[config.mk]
export PLATFORM = sky130hd
export DESIGN_NAME = trit_word_sequencer
export DESIGN_NICKNAME = d
export VERILOG_FILES = /design/src/rtl/trit_pkg.sv /design/src/rtl/trit_word_sequencer_decode.sv /design/src/rtl/trit_word_sequencer.sv
export SDC_FILE = /design/constraint.sdc
export NUM_CORES = 1
export LEC_CHECK = 0
export CORE_MARGIN = 5
export CORE_UTILIZATION = 45
export DETAILED_ROUTE_END_ITERATION = 8
export GPL_ROUTABILITY_DRIVEN = 0
export PLACE_DENSITY = 0.7
export SETUP_SLACK_MARGIN = 0.5
export SLEW_MARGIN = 20
export SYNTH_ARGS = -nofsm -noshare
export SYNTH_HDL_FRONTEND = slang
export SYNTH_SLANG_ARGS = --single-unit
[constraint.sdc]
create_clock -name clk -period 6.9 [get_ports clk]
set_input_delay 2.07 -clock clk [delete_from_list [all_inputs] [get_ports clk]]
set_output_delay 2.07 -clock clk [all_outputs]
set_load 0.05 [all_outputs]
[src/rtl/trit_pkg.sv]
// Shared ternary digit constants, FSM states and helpers.
// Used by trit_word_sequencer and other mixed-radix blocks.
package trit_pkg;

  localparam logic [1:0] TRIT_LOW  = 2'b01;
  localparam logic [1:0] TRIT_MID  = 2'b11;
  localparam logic [1:0] TRIT_HIGH = 2'b10;
  localparam logic [1:0] TRIT_ILL  = 2'b00;

  typedef enum logic [1:0] {
    IDLE = 2'd0,
    CONV = 2'd1,
    DONE = 2'd2
  } state_e;

  // Digit value of a 2-bit trit pair; the illegal code reads as 0.
  function automatic logic [1:0] trit_value(input logic [1:0] t);
    logic [1:0] v;
    unique case (t)
      TRIT_LOW:  v = 2'd0;
      TRIT_MID:  v = 2'd1;
      TRIT_HIGH: v = 2'd2;
      TRIT_ILL:  v = 2'd0;
      default:   v = 2'd0;
    endcase
    return v;
  endfunction

  // Bits needed to hold 3^n - 1.
  function automatic int pow3_width(input int n);
    longint unsigned p;
    int w;
    p = 64'd1;
    for (int i = 0; i < n; i++) p = p * 64'd3;
    p = p - 64'd1;
    w = 0;
    for (int i = 0; i < 64; i++)
      if ((p >> i) != 64'd0) w = i + 1;
    return w;
  endfunction

endpackage

[src/rtl/trit_word_sequencer_decode.sv]
// Combinational trit decoder: pair -> value plus illegal flag.
// Shared digit path; reused across mixed-radix blocks.
module trit_decode
  import trit_pkg::*;
(
  input  logic [1:0] trit_i,
  output logic [1:0] value_o,
  output logic       ill_o
);

  // Pure lookup, no state.
  always_comb begin
    value_o = trit_value(trit_i);
    ill_o   = (trit_i == TRIT_ILL);
  end

endmodule

[src/rtl/trit_word_sequencer.sv]
// Sequenced ternary->binary word converter, MSB-first acc=acc*3+d.
// Optional trit_err output under `TRIT_ILLEGAL_CHECK_EN.
module trit_word_sequencer
  import trit_pkg::*;
#(
  parameter int NTRITS = 4,
  parameter int OUT_W  = 7
) (
  input  logic                clk,
  input  logic                rst,
  input  logic                in_valid,
  output logic                in_ready,
  input  logic [2*NTRITS-1:0] in_trits,
  output logic                out_valid,
  input  logic                out_ready,
  output logic [OUT_W-1:0]    out_bin,
  output logic                busy
`ifdef TRIT_ILLEGAL_CHECK_EN
  ,
  output logic                trit_err
`endif
);

  localparam int IDX_W = (NTRITS > 1) ? $clog2(NTRITS) : 1;
  localparam logic [IDX_W-1:0] IDX_TOP = IDX_W'(NTRITS - 1);

  if (NTRITS < 1) begin : g_bad_n
    $error("NTRITS must be at least 1");
  end
  if (OUT_W < pow3_width(NTRITS)) begin : g_bad_w
    $error("OUT_W too narrow for 3^NTRITS-1");
  end

  state_e              state_q, state_d;
  logic [2*NTRITS-1:0] sh_q, sh_d;
  logic [OUT_W-1:0]    acc_q, acc_d;
  logic [IDX_W-1:0]    idx_q, idx_d;
  logic [1:0]          dig_raw;
  logic [1:0]          dig_val;
  logic                dig_ill;

`ifdef TRIT_ILLEGAL_CHECK_EN
  logic err_q, err_d;
`else
  logic unused_ill;
  assign unused_ill = dig_ill;
`endif

  assign dig_raw = 2'(sh_q >> (2 * idx_q));

  trit_decode u_dec (
    .trit_i  (dig_raw),
    .value_o (dig_val),
    .ill_o   (dig_ill)
  );

  assign out_bin = acc_q;
  assign busy    = (state_q != IDLE);

  // State and datapath registers with synchronous reset.
  always_ff @(posedge clk) begin
    if (rst) begin
      state_q <= IDLE;
      sh_q    <= '0;
      acc_q   <= '0;
      idx_q   <= '0;
`ifdef TRIT_ILLEGAL_CHECK_EN
      err_q   <= 1'b0;
`endif
    end else begin
      state_q <= state_d;
      sh_q    <= sh_d;
      acc_q   <= acc_d;
      idx_q   <= idx_d;
`ifdef TRIT_ILLEGAL_CHECK_EN
      err_q   <= err_d;
`endif
    end
  end

  // Next-state, accumulate step and handshake outputs.
  always_comb begin
    state_d   = state_q;
    sh_d      = sh_q;
    acc_d     = acc_q;
    idx_d     = idx_q;
    in_ready  = 1'b0;
    out_valid = 1'b0;
`ifdef TRIT_ILLEGAL_CHECK_EN
    err_d     = err_q;
`endif
    unique case (state_q)
      IDLE: begin
        in_ready = 1'b1;
        if (in_valid) begin
          sh_d    = in_trits;
          acc_d   = '0;
          idx_d   = IDX_TOP;
          state_d = CONV;
`ifdef TRIT_ILLEGAL_CHECK_EN
          err_d   = 1'b0;
`endif
        end
      end
      CONV: begin
        acc_d = (acc_q << 1) + acc_q + OUT_W'(dig_val);
`ifdef TRIT_ILLEGAL_CHECK_EN
        err_d = err_q | dig_ill;
`endif
        if (idx_q == '0) state_d = DONE;
        else idx_d = idx_q - 1'b1;
      end
      DONE: begin
        out_valid = 1'b1;
        if (out_ready) begin
          state_d = IDLE;
`ifdef TRIT_ILLEGAL_CHECK_EN
          err_d   = 1'b0;
`endif
        end
      end
      default: state_d = IDLE;
    endcase
  end

`ifdef TRIT_ILLEGAL_CHECK_EN
  assign trit_err = err_q;
`endif

endmodule

==> impl_metrics.json <==
{
  "status": "finished clean",
  "final_common_cell": "nand2_1",
  "whs_ns": 0.462,
  "worstPathArrival_ns": 1.78,
  "grt_pass1_vias": 918,
  "utilization": 0.594,
  "drive_above_1_share": 0.0704,
  "worst_slew_pin_slew_ns": 0.682,
  "path_clk_slew_ns": 0.11,
  "relSlewSlack": 0.544,
  "cts_tree": "built",
  "place_area_um2": 1310,
  "worstPathRequired_ns": 4.83,
  "p_sw_uw": 71.1,
  "power_frac_clock": 0.237,
  "die_y_um": 59.2,
  "synth-seq-cells": 19,
  "p_comb_frac": 0.236,
  "critPathSlowestCell": "clkdlybuf4s50_1",
  "power_density_nw_per_um2": 174,
  "pwr-share-seq": 0.527,
  "finalHoldViolCount": 0,
  "seq_area_um2": 380,
  "ys.flop_type": "dfxtp_1",
  "ys_types": 35,
  "p_sw_frac": 0.305,
  "grt_pass1_wl_um": 4010,
  "antenna_found_initial": 0,
  "netlist_area_um2": 1090,
  "cts_setup_buffers": 0,
  "synth_edf_count": 0,
  "grt_max_degree": 21,
  "yosys_warnings": 0,
  "post-route-period-util": 0.558,
  "portBuffers": 21,
  "cts_made_buffers": 3,
  "hpwlAfterDp_um": 1680,
  "ys_seq_area_frac": 0.349,
  "htreeDepth": 1,
  "maxCapViolations": 0,
  "drt-initial-drc-count": 26,
  "num-nets-final": 168,
  "grtUsageTotal": 0.145,
  "min_period_ns": 3.85,
  "path_cells": "or2_1, inv_2, clkdlybuf4s50_1",
  "start_util": 0.483,
  "stdcell_area_um2": 1340,
  "die_area_um2": 3500,
  "most-common-layout-cells": "nand2_1 (22), clkdlybuf4s50_1 (21), dfxtp_1 (19), a21oi_1 (14), ha_1 (11)",
  "clock_sinks": 19,
  "syn2layout_area_growth_pct": 23.1,
  "internal_power_uw": 162,
  "fin_tns_setup_ns": 0,
  "synth_area_per_cell_um2": 8.92,
  "die_w_um": 59.2,
  "crit_type": "reg -> out",
  "synthCells": 122,
  "maxSlewViolCount": 0,
  "fp-row-count": 17,
  "setup_viol": 0,
  "p_leak_uw": 0.000593,
  "wl_per_cell_um": 12.7,
  "drc_errors": 0,
  "dp.cells": 166,
  "antennaDiodeCount": 0,
  "coreArea_um2": 2250,
  "cts_resized": 0,
  "fillers": 212,
  "insertion_delay_ns": 0.29,
  "final_cells": 170,
  "rsz0062_at_grt": "no",
  "cp-start-kind": "flop",
  "drt-total-wl_um": 2160,
  "drt-pass1-iter-count": 4,
  "holdBufCountCts": 0,
  "crit_path_max_fanout": 7,
  "vdd_drop_max_uv": 122,
  "holdCritPathClass": "reg -> reg",
  "synth_fp_nets": 147,
  "root_buffer": "clkbuf_4",
  "num_vias": 910,
  "async_reset_ff_frac": 0,
  "antenna_left": 0,
  "cts_buffer_depth": 2,
  "viasPerCell": 5.35,
  "fmaxAchievable_mhz": 260,
  "max_stage_delay_ns": 0.79,
  "endpoint_kind": "primary output",
  "multi_input_area_um2": 668,
  "top_level_ports": 22,
  "fin_skew_ns": 0.00337,
  "grt_overflow": 0
}
layout make-up:
class / instances / share of cell area
well taps: 28 / 0.0261
repair buffers: 21 / 0.157
inverters: 5 / 0.0140
clock buffers: 3 / 0.0168
flip-flops and latches: 19 / 0.284
clock inverters: 1 / 0.00373
multi-input cells: 93 / 0.499
cells in the mapped netlist, types with 2 or more instances:
| master | instances | area [µm²] |
|---|---|---|
| a211oi_1 | 2 | 15.0 |
| a21o_1 | 2 | 15.0 |
| a21oi_1 | 14 | 70.1 |
| a22o_1 | 2 | 17.5 |
| and2_1 | 2 | 12.5 |
| buf_2 | 2 | 10.0 |
| clkbuf_1 | 2 | 7.51 |
| dfxtp_1 | 19 | 380 |
| fa_1 | 2 | 40.0 |
| ha_1 | 11 | 138 |
| inv_1 | 4 | 15.0 |
| mux2i_1 | 2 | 20.0 |
| mux4_2 | 2 | 45.0 |
| nand2_1 | 22 | 82.6 |
| nand3_1 | 4 | 20.0 |
| nor2_1 | 6 | 22.5 |
| nor2b_1 | 3 | 18.8 |
| xnor2_1 | 4 | 35.0 |
metrics by stage:
| step | worst slack (ns) | power (µW) |
|---|---|---|
| floorplan | 3.70 | 163 |
| global placement | 3.27 | 179 |
| detailed placement | 3.21 | 180 |
| CTS | 3.04 | 236 |
| global route | 2.97 | 247 |
| finish | 3.05 | 233 |
worst max-delay path, delay by kind of cell (launching register included):
family / cells / cell delay, ns
flops: 1 / 0.38
buf+inv: 2 / 0.85
simple gates: 1 / 0.25
metal layers:
| metal | global-route usage | vias to the layer above | wire length, µm |
|---|---|---|---|
| met5 | 0 | - | 0 |
| met1 | 0.208 | 415 | 1030 |
| met4 | 0.0550 | 0 | 14 |
| met3 | 0.0240 | 2 | 118 |
| li1 | - | 465 | - |
| met2 | 0.214 | 28 | 992 |
power by group through the flow:
stage | Clock, µW | Combinational, µW | Sequential (µW)
floorplan | 0 | 38.1 | 125
global placement | 0 | 54.0 | 125
detailed placement | 0 | 54.6 | 125
CTS | 57.5 | 55.4 | 123
global route | 61.1 | 61.8 | 124
finish | 55.2 | 54.9 | 123
path summary, 6_finish.rpt:
path | from | end | slack (ns) | cells after the start
max reg2reg | idx_q[0]$_SDFFE_PP0P_ | out_bin[5]$_SDFFE_PP0P_ | 3.91 | 9
min reg2reg | sh_q[5]$_SDFFE_PP0P_ | sh_q[5]$_SDFFE_PP0P_ | 0.46 | 2
min | sh_q[5]$_SDFFE_PP0P_ | sh_q[5]$_SDFFE_PP0P_ | 0.46 | 2
max | state_q[0]$_SDFFE_PP0P_ | in_ready | 3.05 | 3
state kept, by name (all words and copies together), names as in the netlist:
signal	flops
idx_q	2
sh_q	8
out_bin	7
state_q	2
logic make-up after synthesis:
logic type | count (synthesis) | synth area share
and+or+nand+nor | 46 | 0.205
DFF | 19 | 0.349
adders and majority gates | 13 | 0.163
buffers and inverters | 10 | 0.0368
AOI/OAI and AO/OA | 25 | 0.146
xor gates and xnor gates | 5 | 0.0402
muxes | 4 | 0.0598
Note: power is estimated with default switching activity, not from simulation.
